## src/rtl/uart_ctrl.sv

```systemverilog
// uart_ctrl: CPLD UART access sequencer on the CPU memory path (data at BF00, status at BF01).
// Define UART_RX_FIFO_EN to add a 4-entry background receive FIFO; the default build uses blocking reads.
module uart_ctrl #(
    parameter int WR_PULSE = 2,
    parameter int RD_PULSE = 2
) (
    input  logic        clk_50MHz,
    input  logic        rst,
    input  logic        en,
    input  logic        op,
    input  logic [17:0] addr,
    input  logic [15:0] data_i,
    output logic [15:0] data_o,
    output logic        com_pause,
    input  logic [7:0]  bus_data_i,
    output logic [7:0]  bus_data_o,
    output logic        bus_data_oe,
    output logic        rdn,
    output logic        wrn,
    input  logic        tbre,
    input  logic        tsre,
    input  logic        data_ready
);
    localparam logic        RAM_OP_RD = 1'b0;
    localparam logic        RAM_OP_WR = 1'b1;
    localparam logic [17:0] ADDR_DATA = 18'h0BF00;
    localparam logic [17:0] ADDR_STAT = 18'h0BF01;
    localparam int          CNT_W     = 8;

    typedef enum logic [2:0] {
        S_IDLE, S_WR_PULSE, S_WR_HOLD, S_WR_TBRE, S_WR_TSRE, S_RD_WAIT, S_RD_PULSE, S_DONE
    } state_t;

    state_t           state;
    logic [CNT_W-1:0] cnt;
    logic [7:0]       rx_reg;
    logic             tbre_p0, tsre_p0, dr_p0;
    logic             tbre_s, tsre_s, dr_s;
    logic             dreq, sreq, dwr, drd, srd;
    logic             tx_ready, rx_avail;
    logic [15:0]      status;
    logic             unused_ok;

    assign dreq      = en && (addr == ADDR_DATA);
    assign sreq      = en && (addr == ADDR_STAT);
    assign dwr       = dreq && (op == RAM_OP_WR);
    assign drd       = dreq && (op == RAM_OP_RD);
    assign srd       = sreq && (op == RAM_OP_RD);
    assign tx_ready  = tbre_s && tsre_s && (state == S_IDLE);
    assign status    = {14'b0, rx_avail, tx_ready};
    assign unused_ok = &{1'b0, data_i[15:8]};

    // CPLD flags are asynchronous: two-flop synchronizers
    always_ff @(posedge clk_50MHz) begin
        if (!rst) begin
            tbre_p0 <= 1'b0;
            tsre_p0 <= 1'b0;
            dr_p0   <= 1'b0;
            tbre_s  <= 1'b0;
            tsre_s  <= 1'b0;
            dr_s    <= 1'b0;
        end else begin
            tbre_p0 <= tbre;
            tsre_p0 <= tsre;
            dr_p0   <= data_ready;
            tbre_s  <= tbre_p0;
            tsre_s  <= tsre_p0;
            dr_s    <= dr_p0;
        end
    end

`ifdef UART_RX_FIFO_EN
    logic [7:0] fifo_mem [4];
    logic [1:0] wr_ptr, rd_ptr;
    logic [2:0] count;
    logic       bg, push, pop;

    // Every RD_PULSE is a background fetch in this build, so its last cycle is the push.
    assign push      = (state == S_RD_PULSE) && (cnt == '0);
    assign pop       = drd && (count != 3'd0);
    assign rx_avail  = (count != 3'd0);
    assign com_pause = rst && ((dwr && !((state == S_DONE) && !bg)) || (drd && (count == 3'd0)));
    assign data_o    = !rst ? 16'h0000 :
                       srd ? status :
                       (count != 3'd0) ? {8'h00, fifo_mem[rd_ptr]} : {8'h00, rx_reg};
`else
    assign rx_avail  = dr_s;
    assign com_pause = rst && dreq && (state != S_DONE);
    assign data_o    = !rst ? 16'h0000 : (srd ? status : {8'h00, rx_reg});
`endif

    always_ff @(posedge clk_50MHz) begin
        if (!rst) begin
            state       <= S_IDLE;
            cnt         <= '0;
            rdn         <= 1'b1;
            wrn         <= 1'b1;
            bus_data_oe <= 1'b0;
            bus_data_o  <= '0;
            rx_reg      <= '0;
`ifdef UART_RX_FIFO_EN
            bg     <= 1'b0;
            wr_ptr <= '0;
            rd_ptr <= '0;
            count  <= '0;
            for (int i = 0; i < 4; i++) fifo_mem[i] <= '0;
`endif
        end else begin
`ifdef UART_RX_FIFO_EN
            if (push) begin
                fifo_mem[wr_ptr] <= bus_data_i;
                wr_ptr           <= wr_ptr + 2'd1;
            end
            if (pop) rd_ptr <= rd_ptr + 2'd1;
            count <= count + 3'(push) - 3'(pop);
`endif
            case (state)
                S_IDLE: begin
                    if (dwr) begin
                        state       <= S_WR_PULSE;
                        wrn         <= 1'b0;
                        bus_data_oe <= 1'b1;
                        bus_data_o  <= data_i[7:0];
                        cnt         <= CNT_W'(WR_PULSE - 1);
                    end
`ifdef UART_RX_FIFO_EN
                    else if (dr_s && !count[2]) begin
                        state <= S_RD_PULSE;
                        rdn   <= 1'b0;
                        cnt   <= CNT_W'(RD_PULSE - 1);
                        bg    <= 1'b1;
                    end
`else
                    else if (drd) begin
                        state <= S_RD_WAIT;
                    end
`endif
                end
                S_WR_PULSE: begin
                    if (cnt == '0) begin
                        state <= S_WR_HOLD;
                        wrn   <= 1'b1;
                        cnt   <= CNT_W'(1);
                    end else begin
                        cnt <= cnt - CNT_W'(1);
                    end
                end
                // Two fixed cycles: data held one cycle past wrn, and stale synced flags are skipped
                S_WR_HOLD: begin
                    if (cnt != '0) begin
                        cnt         <= cnt - CNT_W'(1);
                        bus_data_oe <= 1'b0;
                    end else begin
                        state <= S_WR_TBRE;
                    end
                end
                S_WR_TBRE: if (tbre_s) state <= S_WR_TSRE;
                S_WR_TSRE: if (tsre_s) state <= S_DONE;
                S_RD_WAIT: begin
                    if (dr_s) begin
                        state <= S_RD_PULSE;
                        rdn   <= 1'b0;
                        cnt   <= CNT_W'(RD_PULSE - 1);
                    end
                end
                S_RD_PULSE: begin
                    if (cnt == '0) begin
                        state  <= S_DONE;
                        rdn    <= 1'b1;
                        rx_reg <= bus_data_i;
                    end else begin
                        cnt <= cnt - CNT_W'(1);
                    end
                end
                S_DONE: begin
                    state <= S_IDLE;
`ifdef UART_RX_FIFO_EN
                    bg <= 1'b0;
`endif
                end
                default: state <= S_IDLE;
            endcase
        end
    end
endmodule

```

## config.mk

```make
export PLATFORM = sky130hd
export DESIGN_NAME = uart_ctrl
export DESIGN_NICKNAME = d
export VERILOG_FILES = /design/src/rtl/uart_ctrl.sv
export SDC_FILE = /design/constraint.sdc
export NUM_CORES = 1
export LEC_CHECK = 0
export CORE_ASPECT_RATIO = 0.8
export CORE_UTILIZATION = 40
export DETAILED_ROUTE_END_ITERATION = 7
export PLACE_DENSITY = 0.85
export SLEW_MARGIN = 25
export SYNTH_ARGS = -nofsm -noshare
export SYNTH_HDL_FRONTEND = slang
export SYNTH_SLANG_ARGS = --single-unit
```

## constraint.sdc

```tcl
create_clock -name clk_50MHz -period 5.22 [get_ports clk_50MHz]
set_clock_uncertainty 0.1 [all_clocks]
set_input_delay 1.044 -clock clk_50MHz [delete_from_list [all_inputs] [get_ports clk_50MHz]]
set_output_delay 1.044 -clock clk_50MHz [all_outputs]
set_load 0.01 [all_outputs]
```

==> run_results.csv <==
group,metric,value,unit
run_status,status,"finished clean",
sta,rsz0062_at_grt,"no",
cts,cts.sinks,36,
yosys,ys_warn_count,0,
sta,maxSlewViolCount,0,
yosys,synth_top_area_share,0.3989,
cells_and_area,final_cells,322,
cells_and_area,final_area,0.002529,mm^2
cts,cts.clk_slew.worst_paths,70,ps
yosys,yosysMostFrequentCell,"dfxtp_1",
die,placementRows,21,
cells_and_area,drive_gt1_frac,0.09434,
yosys,yosys-top-cells-count,"dfxtp_1 (36), nor2_1 (24), nand2_1 (20), mux2i_1 (19)",
place,place_congestion,0.8281,
yosys,synthDistinctLibCells,46,
global_routing,grt_overflow_total,0,
yosys,synth_edf_count,0,
cells_and_area,syn2layout_area_growth,39.96,%
die,ios,77,
place,post_dp_cell_area,0.002417,mm^2
cts,postCtsSetupBuffers,0,
global_routing,antenna_found_initial,0,
die,fp.dieH,62.11,um
cts,ctsResizeCount,0,
routing,wl_per_cell,12.48,um
cts,hold_buffers,0,
die,die-width,77.14,um
cells_and_area,num-fill-cells,378,
global_routing,grt_usage,0.1727,
power_and_ir_drop,power_density,370.9,mW/mm^2
critical_path,setup.worst_path.class,"input pin to output pin",
cts,htreeDepth,2,
yosys,synthArstFlopShare,0,
cells_and_area,final_nets,315,
routing,vias,1664,
sta,fin_crit_sh,0.9248,
yosys,syn_inst,207,
cts,tritoncts,"done",
sta,min_period,4828,ps
hold_path,hp-class,"flop to flop",
place,hpwl,3084,um
routing,viasPerCell,5.168,
global_routing,grt_pass1_wl,6617,um
sta,setup_tns,0,ps
routing,first_iter_violations,124,
routing,drt-pass1-iter-count,4,
cts,clock_latency,290,ps
yosys,ys_seq_area_frac,0.3989,
sta,max_freq,207.1,MHz
power_and_ir_drop,vdd_drop_max,0.1672,mV
global_routing,grt_max_degree,25,
yosys,synth_area,0.001807,mm^2
yosys,synth-seq-cells,36,
cells_and_area,n_antenna_cell,0,
critical_path,start_kind,"input pin",
sta,timing.hold.ws,337.0,ps
routing,postRouteAntennaNets,0,
yosys,synth_top_area_cell,"dfxtp_1",
routing,drt_wl_total,4017,um
cts,cts_made_buffers,5,
critical_path,arrival,3680,ps
routing,drc,0,
yosys,syn_avg_cell_area,8.728,um^2
critical_path,required,4080,ps
power_and_ir_drop,leakagePower,0.9833,nW
sta,setup_slack,392.4,ps
global_routing,grt_pass1_vias,1487,
power_and_ir_drop,total_power,0.9378,mW
sta,slew_headroom,0.5404,
critical_path,cp_max_fo,9,
sta,hold_viol,0,
cells_and_area,final_util,0.5941,
job,drv_cap,0,
die,core_area,0.004257,mm^2
die,start_util,0.4245,
cts,cts_root_buf,"clkbuf_8",
yosys,synthTopCellsByArea,"dfxtp_1 (40%), mux2i_1 (11%), nor2_1 (5.0%), nand2_1 (4.2%), buf_4 (3.3%)",
place,pre_cts_ws,388.7,ps
place,dp_cells,314,
sta,worst_slew_pin_slew,684.2,ps
place,portBuffers,60,
yosys,synth_top_flop_cell,"dfxtp_1",
sta,finalSetupViolCount,0,
die,dieArea,0.004791,mm^2
critical_path,endpoint_kind,"output pin",
cts,clk_path_buf_depth,2,
==> cell families (layout without fill, tap and decap cells) <==
| family | Yosys count | in the layout | synth area share |
|---|---|---|---|
| AND/OR/NAND/NOR | 85 | 85 | 0.2535 |
| AO/OA/AOI/OAI | 39 | 39 | 0.1517 |
| flip-flops | 36 | 36 | 0.3989 |
| buffers and inverters | 25 | 76 | 0.07479 |
| multiplexers | 19 | 19 | 0.1053 |
| adder cells (fa/ha/maj) | 2 | 2 | 0.01385 |
| other | 1 | 8 | 0.002076 |
==> final cells by class <==
| class | count | area [um^2] | share of cell area |
|---|---|---|---|
| multi-input combinational | 153 | 983.4 | 0.3889 |
| sequential | 36 | 720.7 | 0.2850 |
| timing repair buffer | 63 | 623.1 | 0.2464 |
| tap | 57 | 71.32 | 0.02820 |
| clock buffer | 5 | 68.82 | 0.02721 |
| clock inverter | 3 | 42.54 | 0.01682 |
| inverter | 5 | 18.77 | 0.007422 |
==> per-layer routing <==
metal / track usage / wire length (um)
met1: 0.2059 / 1811
met2: 0.2865 / 1853
met4: 0.07547 / 71
met5: 0 / 0
met3: 0.05147 / 281
==> layout by cell type, fill, tap and decap left out, types with 5 or more instances in the layout <==
| cell type | instances |
|---|---|
| clkdlybuf4s50_1 | 60 |
| dfxtp_1 | 36 |
| nor2_1 | 24 |
| nand2_1 | 20 |
| mux2i_1 | 19 |
| conb_1 | 8 |
| a31oi_1 | 7 |
| a21oi_1 | 7 |
| and3_2 | 6 |
| o21ai_0 | 6 |
| and2_1 | 6 |
| inv_1 | 5 |
| clkbuf_8 | 5 |
==> report_power, final <==
group / internal [mW] / leakage, nW / switching (mW)
Sequential: 0.312 / 0.294 / 0.0533
Combinational: 0.149 / 0.635 / 0.179
Clock: 0.141 / 0.0541 / 0.102
Total: 0.603 / 0.983 / 0.335
==> worst max-delay path, cell delays in order <==
cell             delay [ps]
clkdlybuf4s50_1         460
nand4_1                  90
or4_4                   530
or4b_4                  610
or2_1                   270
a21oi_2                 130
clkdlybuf4s50_1         550
==> worst paths after layout <==
path                     to  slack (ps)  cells past startpoint     start
hold reg to reg      tsre_s         340                      1   tsre_p0
hold / removal       tsre_s         340                      1   tsre_p0
setup reg to reg  rx_reg[6]        2930                      5    cnt[2]
setup / recovery  data_o[0]         390                      7  addr[10]
Power figures use the tool's default switching activity.
